$ cat src/rtl/step_dir_receiver.sv
// step_dir_receiver
// Conditions raw STEP/DIR motion-command pins: two-flop synchronisers,
// per-pin glitch filters, STEP rising-edge strobe, DIR setup-time check and
// a signed, wrapping position counter.
//
// Strobe / counting rule (one place, applies to every output below):
//   A STEP rise is "accepted" on the clock edge where the filtered STEP level
//   is 1, its registered copy is 0, the receiver is armed and enable is 1.
//   On that same edge step_pulse goes high for one cycle, position moves by
//   one in the direction shown by dir_out, and the DIR setup check is applied.
module step_dir_receiver #(
  parameter int unsigned FILTER_LEN = 4,
  parameter int unsigned DIR_SETUP  = 8,
  parameter int unsigned POS_W      = 32,
  parameter bit          INVERT_DIR = 1'b0
) (
  input  logic             clk,
  input  logic             resetn,
  input  logic             enable,
  input  logic             step_in,
  input  logic             dir_in,
  input  logic             clear_pos,
  input  logic             err_clr,
  output logic             step_pulse,
  output logic             dir_out,
  output logic [POS_W-1:0] position,
  output logic             setup_err
);

  // Filter counter terminal value: FILTER_LEN differing samples move the level.
  localparam logic [7:0] FILT_LAST = 8'(FILTER_LEN - 1);

  // Setup counter only needs to reach DIR_SETUP, where it saturates.
  localparam int unsigned DS_W = (DIR_SETUP < 2) ? 1 : $clog2(DIR_SETUP + 1);
  localparam logic [DS_W-1:0] DS_MAX = DS_W'(DIR_SETUP);

  // Synchroniser chains (meta = first flop, sync = second flop).
  logic step_meta_q, step_sync_q;
  logic dir_meta_q,  dir_sync_q;

  // Marks when the sync flops hold real pin samples rather than reset values.
  logic [1:0] sync_vld_q;

  // Glitch filters.
  logic [7:0] step_cnt_q, step_cnt_d;
  logic       step_filt_q, step_filt_d;
  logic [7:0] dir_cnt_q, dir_cnt_d;
  logic       dir_filt_q, dir_filt_d;

  // Edge tracking and arming.
  logic step_filt_prev_q;
  logic armed_q, armed_d;

  // Strobe, position, setup check.
  logic             pulse_q, pulse_d;
  logic [POS_W-1:0] pos_q, pos_d;
  logic [DS_W-1:0]  dsetup_q, dsetup_d;
  logic             err_q, err_d;

  logic             dir_level;
  logic             dir_change;
  logic             step_rise;
  logic             step_accept;
  logic             setup_viol;
  logic [POS_W-1:0] pos_delta;

  // Two-flop synchronisers for both pins plus the sample-valid shifter.
  always_ff @(posedge clk or negedge resetn) begin
    if (!resetn) begin
      step_meta_q <= 1'b0;
      step_sync_q <= 1'b0;
      dir_meta_q  <= 1'b0;
      dir_sync_q  <= 1'b0;
      sync_vld_q  <= 2'b00;
    end else begin
      step_meta_q <= step_in;
      step_sync_q <= step_meta_q;
      dir_meta_q  <= dir_in;
      dir_sync_q  <= dir_meta_q;
      sync_vld_q  <= {sync_vld_q[0], 1'b1};
    end
  end

  // STEP filter: the level follows sync only after FILTER_LEN differing samples.
  always_comb begin
    step_cnt_d  = step_cnt_q;
    step_filt_d = step_filt_q;
    if (step_sync_q == step_filt_q) begin
      step_cnt_d = 8'd0;
    end else if (step_cnt_q == FILT_LAST) begin
      step_filt_d = step_sync_q;
      step_cnt_d  = 8'd0;
    end else begin
      step_cnt_d = step_cnt_q + 8'd1;
    end
  end

  // DIR filter: same rule as STEP.
  always_comb begin
    dir_cnt_d  = dir_cnt_q;
    dir_filt_d = dir_filt_q;
    if (dir_sync_q == dir_filt_q) begin
      dir_cnt_d = 8'd0;
    end else if (dir_cnt_q == FILT_LAST) begin
      dir_filt_d = dir_sync_q;
      dir_cnt_d  = 8'd0;
    end else begin
      dir_cnt_d = dir_cnt_q + 8'd1;
    end
  end

  // Filter state registers and the delayed filtered STEP used for edge detection.
  always_ff @(posedge clk or negedge resetn) begin
    if (!resetn) begin
      step_cnt_q       <= 8'd0;
      step_filt_q      <= 1'b0;
      dir_cnt_q        <= 8'd0;
      dir_filt_q       <= 1'b0;
      step_filt_prev_q <= 1'b0;
    end else begin
      step_cnt_q       <= step_cnt_d;
      step_filt_q      <= step_filt_d;
      dir_cnt_q        <= dir_cnt_d;
      dir_filt_q       <= dir_filt_d;
      step_filt_prev_q <= step_filt_q;
    end
  end

  // Edge acceptance, setup counter, strobe, position and sticky error.
  always_comb begin
    dir_level  = dir_filt_q ^ INVERT_DIR;
    dir_change = (dir_filt_d != dir_filt_q);

    // After reset the pin must be seen low (on a real sample) before any
    // rise counts, so a pin held high through reset never strobes.
    armed_d = armed_q | (sync_vld_q[1] & ~step_sync_q);

    step_rise   = step_filt_q & ~step_filt_prev_q & armed_q;
    step_accept = step_rise & enable;

    // Clocks since the last filtered DIR change, saturating at DIR_SETUP.
    dsetup_d = dsetup_q;
    if (dir_change) begin
      dsetup_d = '0;
    end else if (dsetup_q != DS_MAX) begin
      dsetup_d = dsetup_q + 1'b1;
    end

    setup_viol = (DIR_SETUP != 0) && (dsetup_q < DS_MAX);

    // +1 is 0..01, -1 is all ones.
    pos_delta = {{(POS_W-1){~dir_level}}, 1'b1};

    pulse_d = step_accept;

    pos_d = pos_q;
    if (clear_pos) begin
      pos_d = '0;
    end else if (step_accept) begin
      pos_d = pos_q + pos_delta;
    end

    // A new violation wins over a same-cycle clear.
    err_d = err_q;
    if (step_accept && setup_viol) begin
      err_d = 1'b1;
    end else if (err_clr) begin
      err_d = 1'b0;
    end
  end

  // Registers for arming, setup counter, strobe, position and error.
  always_ff @(posedge clk or negedge resetn) begin
    if (!resetn) begin
      armed_q  <= 1'b0;
      dsetup_q <= DS_MAX;
      pulse_q  <= 1'b0;
      pos_q    <= '0;
      err_q    <= 1'b0;
    end else begin
      armed_q  <= armed_d;
      dsetup_q <= dsetup_d;
      pulse_q  <= pulse_d;
      pos_q    <= pos_d;
      err_q    <= err_d;
    end
  end

  assign step_pulse = pulse_q;
  assign dir_out    = dir_filt_q ^ INVERT_DIR;
  assign position   = pos_q;
  assign setup_err  = err_q;

endmodule
$ cat config.mk
export PLATFORM = sky130hd
export DESIGN_NAME = step_dir_receiver
export DESIGN_NICKNAME = d
export VERILOG_FILES = /design/src/rtl/step_dir_receiver.sv
export SDC_FILE = /design/constraint.sdc
export NUM_CORES = 1
export LEC_CHECK = 0
export BUFFER_PORTS_ARGS = -buffer_cell sky130_fd_sc_hd__buf_2
export CAP_MARGIN = 5
export CORE_AREA = 5 5 73 125
export CTS_CLUSTER_SIZE = 20
export DETAILED_ROUTE_END_ITERATION = 10
export DIE_AREA = 0 0 78 130
export GPL_TIMING_DRIVEN = 0
export PLACE_DENSITY = 0.75
export SETUP_SLACK_MARGIN = 0.3
export SLEW_MARGIN = 20
export SYNTH_ARGS = -nofsm -noshare
export SYNTH_HDL_FRONTEND = slang
export SYNTH_SLANG_ARGS = --single-unit
$ cat constraint.sdc
create_clock -name clk -period 3.3 [get_ports clk]
set_input_delay 0.33 -clock clk [delete_from_list [all_inputs] [get_ports clk]]
set_output_delay 0.33 -clock clk [all_outputs]
set_load 0.01 [all_outputs]
== Word level (Yosys, flattened, before mapping) ==
Index checks and enable logic that the tools add are counted.
Word-level totals
  flip-flop bits (word level): 64
  bits of input ports: 7
  output and inout port bits: 35
  word-level logic and storage cells: 52
Operators by class
  $add $sub $neg: 4
  magnitude comparators: 1
  equal/unequal tests: 6
  mux-type cells: 12
  bitwise logic cells: 9
  reduce and logical (&&, ||, !) cells: 5
Operators with widths (number)
  32-bit two-way mux: 2
  32-bit adder: 1
  8-bit two-way mux: 4
  8-bit by 1-bit adder with 8-bit output (second input constant): 2
  8-bit by 2-bit equality test with 1-bit output (second input constant): 2
  4-bit two-way mux: 2
  2-bit nonzero test: 3
  4-bit by 1-bit adder with 4-bit output (second input constant): 1
  1-bit AND: 4
  4-bit < comparator (second input constant): 1
  1-bit two-way mux: 4
  4-bit != test (second input constant): 1
  1-bit NOT: 4
  1-bit equality test: 2
  2-bit AND reduction: 1
  1-bit logical AND: 1
  1-bit != test: 1
  1-bit OR: 1

== Longest topological paths before layout ==
  depth after elaboration: 6
  depth in mapped cells: 11
  gate-level depth less buffers: 10

== Worst setup path after synthesis ==
OpenSTA, ideal clock, no wires.
  kind: reg2reg
  start point: register dir_filt_q, in the netlist dir_out
  end point: register pos_q[31], in the netlist position[31]
  library setup time: 0.128 ns
  data arrival time: 3.132 ns
  required time: 3.172 ns
  slack: 0.040 ns
  stages on the path, launching flop included: 11
  path buffers: 0
  period minus slack after synthesis: 3.260 ns
  path through: dfrtp_1 inv_1 ha_1 a21o_2 a221o_1 and3_4 a21oi_4 nand4_4 a41oi_2 mux2i_1 mux2_1
On the way
  longest elaborated chain between the ends: 4
Ends and longest elaborated chain
  start: declaration: RTL line 48  | logic dir_filt_q, dir_filt_d;
  start signal: assignment: RTL line 124  | dir_filt_q <= dir_filt_d;
  1-bit NOT: RTL line 152  | pos_delta = {{(POS_W-1){~dir_level}}, 1'b1};
  32-bit adder: RTL line 160  | pos_d = pos_q + pos_delta;
  32-bit two-way mux: RTL line 159  | end else if (step_accept) begin
  32-bit two-way mux: RTL line 157  | if (clear_pos) begin
  end signal: assignment: RTL line 184  | pos_q <= pos_d;
  end: declaration: RTL line 56  | logic [POS_W-1:0] pos_q, pos_d;
Every way passes these cells. The select of a mux whose other input is x is not followed.
A chain may end at the register's enable or synchronous reset.

== Final worst setup path ==
  start point: register dir_filt_q, in the netlist dir_out
  end point: register pos_q[30], in the netlist position[30]
The elaborated chain is that of the path after synthesis.

==> results by group <==
Run status
  • Outcome: finished clean

Place
  • I/O Buffers: 41
  • Post-Place Worst Slack: -0.446 ns
  • GP Congestion: 0.945
  • Post-DP HPWL: 7650 um

Setup path
  • Data required, critical path: 3.53 ns
  • Reg-to-reg critical path startpoint: dir_out
  • Critical Path Max Stage Delay: 0.46 ns
  • Reg2reg path depth: 11
  • R2r endpoint: position[30]
  • CP most frequent cell: a21oi_1
  • Worst Setup Path Type: reg -> reg
  • CP startpoint: dir_out
  • Worst setup SP type: register
  • Flop-to-flop setup slack: 0.35 ns
  • Critical path peak fanout: 16
  • CP arrival: 3.18 ns
  • Crit end category: register
  • Crit path to: position[30]
  • Crit-path cells: clkinvlp_4, buf_12, ha_1, a21oi_1, o21ai_0, a31o_2, a221oi_4, a21oi_2, o21ai_1, a21oi_1, o31ai_1
  • CP max-delay cell: dfrtp_2

Floorplan
  • Die Wd: 78 um
  • Starting Density: 0.532
  • Die ar.: 0.0101 mm2
  • Core Footprint: 0.00791 mm2
  • Die height: 130 um
  • Core Rows: 43
  • I/O pin count: 42

Layout
  • Nets@finish: 571
  • Ant. Diodes: 0
  • Area grow syn2layout: 24.8%
  • Filler Cell Count: 619
  • Post-Route Utilization: 0.664
  • Share of cells above drive strength 1: 0.228

Timing
  • RSZ-0062 raised after global routing: true
  • Final WS setup: 0.355 ns
  • Worst Skew: 0.00618 ns
  • Fmax achieved: 340 MHz
  • Tmin final: 2.95 ns
  • Fin. Hold Viols: 0
  • Setup TNS: 0 ns
  • Final Cycle Share: 0.893
  • Slew Viols, Final: 0
  • Max-slew headroom: 0.607
  • Slew @ Worst Pin: 0.589 ns
  • Final setup viols: 0

CTS
  • CTS H-tree lvls: 3
  • CTS Buffer Depth: 2
  • # clock sinks: 64
  • Clock root buffer: clkbuf_16
  • Clk slew on worst S/H paths: 0.06 ns
  • Worst-skew pair later-pin latency: 0.33 ns
  • CTS tree: built
  • CTS Buf Count: 9

Logic synthesis
  • Most frequent cell after synthesis: dfrtp_1
  • Largest family of logic cells by synthesized area: simple AND/OR/NAND/NOR gates
  • Mux cell area share after synthesis: 0.0101
  • Post-Synth Simple-Gate Area: 0.207
  • Post-synthesis xor/xnor area fraction: 0.0729
  • Mapped Area: 0.00421 mm2
  • Synth Area in Adders: 0.106
  • Post-synthesis compound-gate area fraction: 0.199
  • Syn Nets: 505
  • Avg Cell Area, Syn: 9.09 um2
  • Yosys Warn Count: 0
  • Ys async rst share: 1.00
  • Most frequent cells after synthesis: dfrtp_1 (63), nand2_1 (58), a21oi_1 (44)
  • Number of synthesized flops with an enable pin: 0
  • Yosys cell types: 64
  • Yosys top cell by area: dfrtp_1
  • Area share of the largest cell type after synthesis: 0.375
  • Post-synth top flop: dfrtp_1
  • Mapped Cells: 463
  • Largest cells by area after synthesis: dfrtp_1 (37%), ha_1 (10%), a21oi_1 (5.2%)
  • Yosys reg bits: 64
  • Seq/Total Area, Yosys: 0.381

Global route
  • Largest net degree at the start of global routing: 35
  • Initial antenna violation count: 0
  • First-pass GRT wire length: 17500 um
  • Via count of the first global-routing pass: 3819
  • Grt ovf: 0
  • Overall routing resource usage: 0.214

Power and ir drop
  • Cell leakage power: 2.47 nW
  • Worst IR drop on VDD: 0.000618 V
  • Power Density: 997 mW/mm2

Routing
  • Wirelength per Cell: 17.5 um
  • Final ANT Viol Nets: 0
  • DR vias: 3821
  • DRT Wirelength: 11000 um
  • 1st-pass router iterations: 5
  • 1st-iter DRT viols: 212
  • DR vias/cell: 6.12
  • # DRC: 0

Hold path
  • Hold crit path type: in -> reg

Flow run
  • Max Cap Viol: 0
## what timing repair did
| item | 4_1_cts | 5_1_grt |
|---|---|---|
| endpoints found under the setup margin | 25 | 15 |
| cloned | 1 | 0 |
| pin swaps | 1 | 8 |
| buffers inserted | 5 | 6 |
| hold buffers | 1 | 0 |
| hold endpoints to repair | 30 | 0 |
| resized for setup | 1 | 29 |
## area by class of cell
cell class	count	area, um2	share of cell area
inverters	14	56.3	0.0107
repair inverters	1	7.51	0.00143
clock inverters	5	81.3	0.0155
flip-flops and latches	64	1600	0.306
multi-input cells	373	2750	0.524
clock buffers	11	243	0.0462
well taps	90	113	0.0214
plain buffers	12	50.0	0.00953
repair buffers	54	345	0.0658
## state kept, by name (all words and copies together), names as in the netlist, 2 cells and up
name / flops
step_cnt_q: 8
dsetup_q: 4
sync_vld_q: 2
position: 32
dir_cnt_q: 8
## metal layers
layer	up-vias	GRT usage	share of wire
li1	1798	-	-
met1	1831	0.223	0.37
met2	142	0.397	0.54
met3	50	0.0373	0.048
met4	0	0.120	0.042
met5	-	0	0
## per-stage QoR
stage          std cells  instance area (um2)  power [mW]  hold slack [ns]
2_1_floorplan        463                 4310        3.16           0.0344
3_3_place_gp         594                 4630        3.72            0.335
3_5_place_dp         595                 4650        3.78            0.287
4_1_cts              618                 5060        4.92           0.0980
5_1_grt              624                 5250        5.59           0.0998
6_report             624                 5250        5.23            0.105
## critical path, delay by kind of cell (launching register included)
| kind | cells | cell delay (ns) |
|---|---|---|
| buffers and inverters | 2 | 0.30 |
| AOI/OAI and AO/OA | 8 | 1.67 |
| DFF | 1 | 0.46 |
| adders and majority gates | 1 | 0.40 |
## worst min path at each step
stage | from | endpoint | slack (ns) | depth (start not counted)
after floorplan | resetn | armed_q | 0.03 | 0
after global placement | sync_vld_q[0] | sync_vld_q[1] | 0.34 | 0
after detailed placement | resetn | position[19] | 0.29 | 1
after CTS | step_in | step_meta_q | 0.1 | 1
after global routing | step_in | step_meta_q | 0.1 | 1
final | dir_in | dir_meta_q | 0.10 | 1
## power breakdown
part           internal [mW]  switching, mW
Sequential             0.966          0.179
Clock                  0.682          0.353
Combinational           1.32           1.73
Total                   2.97           2.26
## logic make-up after synthesis
family | after synthesis
adders and majority gates | 35
muxes | 4
buffers and inverters | 26
and+or+nand+nor | 173
AOI/OAI and AO/OA | 125
DFF | 64
other | 1
xor gates and xnor gates | 35
## cell usage in the layout (no fill, tap or decap), types with 11 or more instances in the layout
master | synthesis | final
dfrtp_1 | 63 | 62
nand2_1 | 58 | 58
a21oi_1 | 44 | 41
buf_2 | 1 | 40
nor2_1 | 34 | 33
ha_1 | 34 | 24
nand3_1 | 22 | 22
xor2_1 | 20 | 20
xnor2_1 | 15 | 15
o21ai_0 | 15 | 14
inv_1 | 14 | 13
and3_1 | 12 | 12
a21o_1 | 11 | 11
buf_4 | 0 | 11
Power figures use the tool's default switching activity.
